--- src/rtl/inst_fetch.sv ---
`default_nettype none
// +--------------------------------------------------------------------------+
// | inst_fetch: PC owner; one-at-a-time imem reads, buffered hand-off to     |
// | decode, redirect and halt handling.                    Revision: 1.0     |
// +--------------------------------------------------------------------------+
module inst_fetch #(
  parameter int                    ADDR_WIDTH = 32,
  parameter int                    INST_WIDTH = 32,
  parameter logic [ADDR_WIDTH-1:0] RESET_PC   = 32'h8000_0000
) (
  input  logic                  clk,
  input  logic                  rst,
  output logic                  mem_req_valid_o,
  input  logic                  mem_req_ready_i,
  output logic [ADDR_WIDTH-1:0] mem_req_addr_o,
  input  logic                  mem_rsp_valid_i,
  input  logic [INST_WIDTH-1:0] mem_rsp_data_i,
  output logic                  inst_valid_o,
  input  logic                  inst_ready_i,
  output logic [INST_WIDTH-1:0] inst_o,
  output logic [ADDR_WIDTH-1:0] pc_o,
  input  logic                  redirect_i,
  input  logic [ADDR_WIDTH-1:0] redirect_pc_i,
  input  logic                  halt_i,
  output logic                  halted_o
);

  localparam logic [2:0] S_IDLE = 3'd0;
  localparam logic [2:0] S_REQ  = 3'd1;
  localparam logic [2:0] S_WAIT = 3'd2;
  localparam logic [2:0] S_HOLD = 3'd3;
  localparam logic [2:0] S_HALT = 3'd4;

  logic [2:0]            state_q,     state_d;
  logic [ADDR_WIDTH-1:0] pc_q,        pc_d;
  logic                  kill_q,      kill_d;
  logic                  halt_pend_q, halt_pend_d;
  logic [INST_WIDTH-1:0] inst_q,      inst_d;
  logic [ADDR_WIDTH-1:0] pc_out_q,    pc_out_d;
  logic [ADDR_WIDTH-1:0] redirect_tgt;

  // Targets are forced word-aligned.
  assign redirect_tgt = redirect_pc_i & ~ADDR_WIDTH'(3);

  always_comb begin
    state_d     = state_q;
    pc_d        = pc_q;
    kill_d      = kill_q;
    halt_pend_d = halt_pend_q;
    inst_d      = inst_q;
    pc_out_d    = pc_out_q;
    case (state_q)
      S_IDLE: state_d = S_REQ;
      S_REQ: begin
        if (halt_i) begin
          if (mem_req_ready_i) begin
            state_d     = S_WAIT;
            halt_pend_d = 1'b1;
          end else begin
            state_d = S_HALT;
          end
        end else begin
          if (redirect_i) pc_d = redirect_tgt;
          if (mem_req_ready_i) begin
            state_d = S_WAIT;
            kill_d  = redirect_i;
          end
        end
      end
      S_WAIT: begin
        if (halt_i) begin
          halt_pend_d = 1'b1;
        end else if (redirect_i && !halt_pend_q) begin
          pc_d   = redirect_tgt;
          kill_d = 1'b1;
        end
        // The outstanding response always drains here, kept or not.
        if (mem_rsp_valid_i) begin
          kill_d = 1'b0;
          if (halt_i || halt_pend_q) begin
            state_d = S_HALT;
          end else if (kill_q || redirect_i) begin
            state_d = S_REQ;
          end else begin
            inst_d   = mem_rsp_data_i;
            pc_out_d = pc_q;
            state_d  = S_HOLD;
          end
        end
      end
      S_HOLD: begin
        if (halt_i) begin
          state_d = S_HALT;
        end else if (redirect_i) begin
          pc_d    = redirect_tgt;
          state_d = S_REQ;
        end else if (inst_ready_i) begin
          pc_d    = pc_q + ADDR_WIDTH'(4);
          state_d = S_REQ;
        end
      end
      S_HALT:  state_d = S_HALT;
      default: state_d = S_IDLE;
    endcase
  end

  always_ff @(posedge clk) begin
    if (!rst) begin
      state_q     <= S_IDLE;
      pc_q        <= RESET_PC;
      kill_q      <= 1'b0;
      halt_pend_q <= 1'b0;
      inst_q      <= '0;
      pc_out_q    <= '0;
    end else begin
      state_q     <= state_d;
      pc_q        <= pc_d;
      kill_q      <= kill_d;
      halt_pend_q <= halt_pend_d;
      inst_q      <= inst_d;
      pc_out_q    <= pc_out_d;
    end
  end

  assign mem_req_valid_o = (state_q == S_REQ);
  assign mem_req_addr_o  = pc_q;
  assign inst_valid_o    = (state_q == S_HOLD);
  assign inst_o          = inst_q;
  assign pc_o            = pc_out_q;
  assign halted_o        = (state_q == S_HALT);

endmodule
`default_nettype wire

--- config.mk ---
export PLATFORM = sky130hd
export DESIGN_NAME = inst_fetch
export DESIGN_NICKNAME = d
export VERILOG_FILES = /design/src/rtl/inst_fetch.sv
export SDC_FILE = /design/constraint.sdc
export NUM_CORES = 1
export LEC_CHECK = 0
export CAP_MARGIN = 15
export CORE_AREA = 2 2 103 105
export CTS_BUF_LIST = sky130_fd_sc_hd__clkbuf_4 sky130_fd_sc_hd__clkbuf_8
export CTS_CLUSTER_SIZE = 30
export DETAILED_ROUTE_END_ITERATION = 8
export DIE_AREA = 0 0 105 107
export GPL_TIMING_DRIVEN = 0
export HOLD_SLACK_MARGIN = 0.08
export PLACE_DENSITY = 0.82
export RECOVER_POWER = 50
export SLEW_MARGIN = 25
export SYNTH_ARGS = -nofsm -noshare
export SYNTH_HDL_FRONTEND = slang
export SYNTH_SLANG_ARGS = --single-unit
--- constraint.sdc ---
create_clock -name clk -period 2.78 [get_ports clk]
set_input_delay 0.556 -clock clk [delete_from_list [all_inputs] [get_ports clk]]
set_output_delay 0.556 -clock clk [all_outputs]
set_load 0.02 [all_outputs]
==> metrics.txt <==
# TYPE chip_impl_metric gauge
chip_impl_metric{name="initial_utilization",unit="%"} 45.5
chip_impl_metric{name="timing.final.crit_share",unit="%"} 92.6
chip_impl_info{name="layout.cells.most_common",value="nand2_1"} 1
chip_impl_info{name="synth-main-ff-cell",value="dfxtp_1"} 1
chip_impl_metric{name="clock_power_share",unit="%"} 33.1
chip_impl_metric{name="cp.arrival",unit="ns"} 2.02
chip_impl_metric{name="p_int",unit="W"} 0.00213
chip_impl_metric{name="syn2layout_area_growth",unit="%"} 44.1
chip_impl_metric{name="placed_cell_area",unit="um2"} 6390
chip_impl_metric{name="powerDensity",unit="nW/um2"} 442
chip_impl_info{name="outcome",value="completed"} 1
chip_impl_metric{name="worstSkewPairLatency",unit="ns"} 0.36
chip_impl_metric{name="power.leakage",unit="nW"} 2.55
chip_impl_metric{name="row_count",unit=""} 37
chip_impl_metric{name="max_cap_viol_count",unit=""} 0
chip_impl_info{name="layout.cells.most_common_list",value="nand2_1 (148), dfxtp_1 (97), dlygate4sd3_1 (92)"} 1
chip_impl_metric{name="final_layout_size_suffix_gt1_share",unit="%"} 6.85
chip_impl_metric{name="routed-wl-met2",unit="mm"} 7.25
chip_impl_metric{name="worstMarginPinSlew",unit="ns"} 0.668
chip_impl_info{name="timing.critical_path.to_type",value="primary output"} 1
chip_impl_metric{name="drt-wirelength-per-cell",unit="um"} 16.6
chip_impl_metric{name="number_of_global_route_vias_before_repair",unit=""} 4896
chip_impl_metric{name="cts.reportedPaths.clkPinSlew",unit="ns"} 0.10
chip_impl_metric{name="detail_route.first_pass.iterations",unit=""} 8
chip_impl_metric{name="pin_count_of_the_biggest_net_entering_global_routing",unit=""} 16
chip_impl_info{name="root_buffer",value="clkbuf_8"} 1
chip_impl_metric{name="dieWidth",unit="um"} 105
chip_impl_metric{name="detail_route.drc_violations",unit=""} 0
chip_impl_info{name="min-delay-path-class",value="register to register"} 1
chip_impl_metric{name="maxClockFrequency",unit="MHz"} 388
chip_impl_metric{name="post_cts.repair.setup_buffers",unit=""} 0
chip_impl_metric{name="finalWeightedCongestion",unit=""} 0.937
chip_impl_metric{name="power.switching_fraction",unit="%"} 27.2
chip_impl_metric{name="p_switching",unit="W"} 0.000795
chip_impl_metric{name="ctsLongestPathBuffers",unit=""} 2
chip_impl_metric{name="synth_enable_flop_cells",unit=""} 0
chip_impl_metric{name="number_of_levels_in_the_clock_h_tree",unit=""} 3
chip_impl_metric{name="ys_types",unit=""} 62
chip_impl_metric{name="postLayoutCellArea",unit="um2"} 6620
chip_impl_metric{name="share_comb_of_total_power",unit="%"} 15.9
chip_impl_metric{name="synth_area_per_cell",unit="um2"} 7.74
chip_impl_metric{name="detailroute.wirelength.met3",unit="mm"} 1.54
chip_impl_metric{name="cts.repair.resized",unit=""} 0
chip_impl_info{name="post-synth-top-area-cell",value="dfxtp_1"} 1
chip_impl_metric{name="viasPerCell",unit=""} 5.65
chip_impl_metric{name="number_of_antenna_violations_at_the_first_check_in_global_routing",unit=""} 0
chip_impl_metric{name="io_buffer_count",unit=""} 162
chip_impl_metric{name="placeableCoreArea",unit="um2"} 10100
chip_impl_metric{name="grt_overflow_total",unit=""} 0
chip_impl_metric{name="worst_clock_skew",unit="ns"} 0.0124
chip_impl_metric{name="die_area",unit="um2"} 11200
chip_impl_metric{name="cts_hold_repair.buffers",unit=""} 0
chip_impl_info{name="maxUsedRoutingLayer",value="met4"} 1
chip_impl_metric{name="timing.setup.tns",unit="ns"} 0
chip_impl_info{name="grt_setup_unrepaired",value="no"} 1
chip_impl_metric{name="insertedDiodeCount",unit=""} 0
chip_impl_metric{name="synth-seq-area-share",unit="%"} 42.3
chip_impl_metric{name="relSlewSlack",unit="%"} 55.1
chip_impl_metric{name="floorplan.io_pins",unit=""} 170
chip_impl_metric{name="finalNetCount",unit=""} 841
chip_impl_metric{name="cts_buffers",unit=""} 9
chip_impl_metric{name="worstPathMaxFanout",unit=""} 10
chip_impl_metric{name="routed_wl",unit="mm"} 15.1
chip_impl_metric{name="drt-initial-drc-count",unit=""} 545
chip_impl_metric{name="proportion_of_power_drawn_by_flip_flops_and_latches",unit="%"} 51.0
chip_impl_metric{name="setup-violations-final",unit=""} 0
chip_impl_metric{name="worst_ep_required_time",unit="ns"} 2.22
chip_impl_metric{name="grtUsageTotal",unit="%"} 26.1
chip_impl_metric{name="area_of_the_mapped_netlist",unit="um2"} 4590
chip_impl_metric{name="max-vdd-ir-drop",unit="uV"} 413
chip_impl_info{name="critical_path_class",value="register to primary output"} 1
chip_impl_info{name="synth.area.top_cells",value="dfxtp_1 (42%), nand2_1 (12%), a21boi_0 (6.2%)"} 1
chip_impl_metric{name="antenna_violating_nets_post_route",unit=""} 0
chip_impl_metric{name="grt_first_pass_wirelength",unit="mm"} 23.7
chip_impl_metric{name="ys_seq_elements",unit=""} 97
chip_impl_info{name="tritoncts",value="done"} 1
chip_impl_metric{name="period_needed",unit="ns"} 2.57
chip_impl_metric{name="clkSinkCount",unit=""} 97
chip_impl_metric{name="cell_count_after_synthesis",unit=""} 593
chip_impl_metric{name="die_h",unit="um"} 107
chip_impl_metric{name="hpwlAfterDp",unit="mm"} 11.0
chip_impl_metric{name="multiInputGateArea",unit="um2"} 2440
chip_impl_metric{name="final_hold_viol_count",unit=""} 0
chip_impl_metric{name="drt-met1-wl",unit="mm"} 5.94
chip_impl_metric{name="yosys_warnings",unit=""} 0
chip_impl_metric{name="ys_async_sr_fraction",unit="%"} 0
chip_impl_metric{name="report.final.slew_viol_count",unit=""} 0
chip_impl_metric{name="synthDominantCellAreaShare",unit="%"} 42.3
chip_impl_metric{name="dr_total_vias",unit=""} 5143
chip_impl_info{name="critical_path.startpoint_type",value="register"} 1
chip_impl_metric{name="count_of_fill_cells_added_during_filler_insertion",unit=""} 885
chip_impl_metric{name="layout.core_utilization",unit="%"} 65.6
chip_impl_metric{name="register_area",unit="um2"} 1940
[worst max-delay path, cell delays in order (launching register included)]
cell and delay (ns):
dfxtp_1 0.35, clkbuf_1 0.31, inv_1 0.14, nor3_1 0.21, clkdlybuf4s50_1 0.64
[area by class of cell]
cell class                 instances  share of cell area [%]
buffer                            47                    3.20
inverter                           7                   0.397
clock inverter                     4                   0.775
tap                              136                    2.57
clock buffer                      12                    2.40
sequential                        97                    29.3
timing repair buffer             162                    24.5
multi-input combinational        445                    36.8
[per-stage QoR]
step / hold slack (ns) / power, W / instances / worst slack (ns)
2_1_floorplan: 0.438 / 0.00174 / 596 / 0.675
3_3_place_gp: 0.439 / 0.00198 / 894 / -0.0511
3_5_place_dp: 0.448 / 0.00199 / 894 / -0.184
4_1_cts: 0.461 / 0.00294 / 910 / 0.187
5_1_grt: 0.478 / 0.00303 / 910 / 0.0935
6_report: 0.454 / 0.00292 / 910 / 0.206
[logic make-up after synthesis]
| kind of cell | synth area share (%) |
|---|---|
| AND/OR/NAND/NOR | 28.9 |
| AO/OA/AOI/OAI | 22.9 |
| flip-flops | 42.3 |
| buffers and inverters | 5.18 |
| multiplexers | 0.436 |
| adder cells (fa/ha/maj) | 0.272 |
| other | 0.0817 |
[registers in the layout (all words and copies together), names as in the netlist]
register	flops
halt_pend_q	1
pc_o	30
state_q	3
inst_o	32
kill_q	1
mem_req_addr_o	30
[synth_stat cells, types with 7 or more instances]
cell and count:
a21boi_0 38, a21boi_1 7, a21oi_1 48, a31oi_1 7
buf_2 16, clkbuf_1 26, dfxtp_1 97, nand2_1 148
nand3_1 23, nand4_1 13, nor2_1 31, nor3_1 17
nor4_1 8, o21ai_0 27
[power groups by stage]
stage / Sequential [W] / Clock (W) / Combinational [W]
5_1_grt: 0.00150 / 0.00103 / 0.000495
2_1_floorplan: 0.00155 / 0 / 0.000198
3_3_place_gp: 0.00152 / 0 / 0.000457
4_1_cts: 0.00149 / 0.000980 / 0.000469
6_report: 0.00149 / 0.000969 / 0.000465
3_5_place_dp: 0.00152 / 0 / 0.000466
[final timing paths]
kind	startpoint	end	slack, ns	depth (start not counted)
worst max register to register	mem_req_addr_o[4]	mem_req_addr_o[31]	0.37	5
worst min-delay path	inst_o[20]	inst_o[20]	0.45	2
worst max-delay path	state_q[0]	mem_req_valid_o	0.21	4
worst min register to register	inst_o[20]	inst_o[20]	0.45	2
[layer usage]
layer / vias up / GRT usage [%]
met1: 2349 / 31.8
met5: - / 0
li1: 2434 / -
met4: 0 / 12.1
met3: 48 / 6.87
met2: 312 / 43.3
Power figures use the tool's default switching activity.
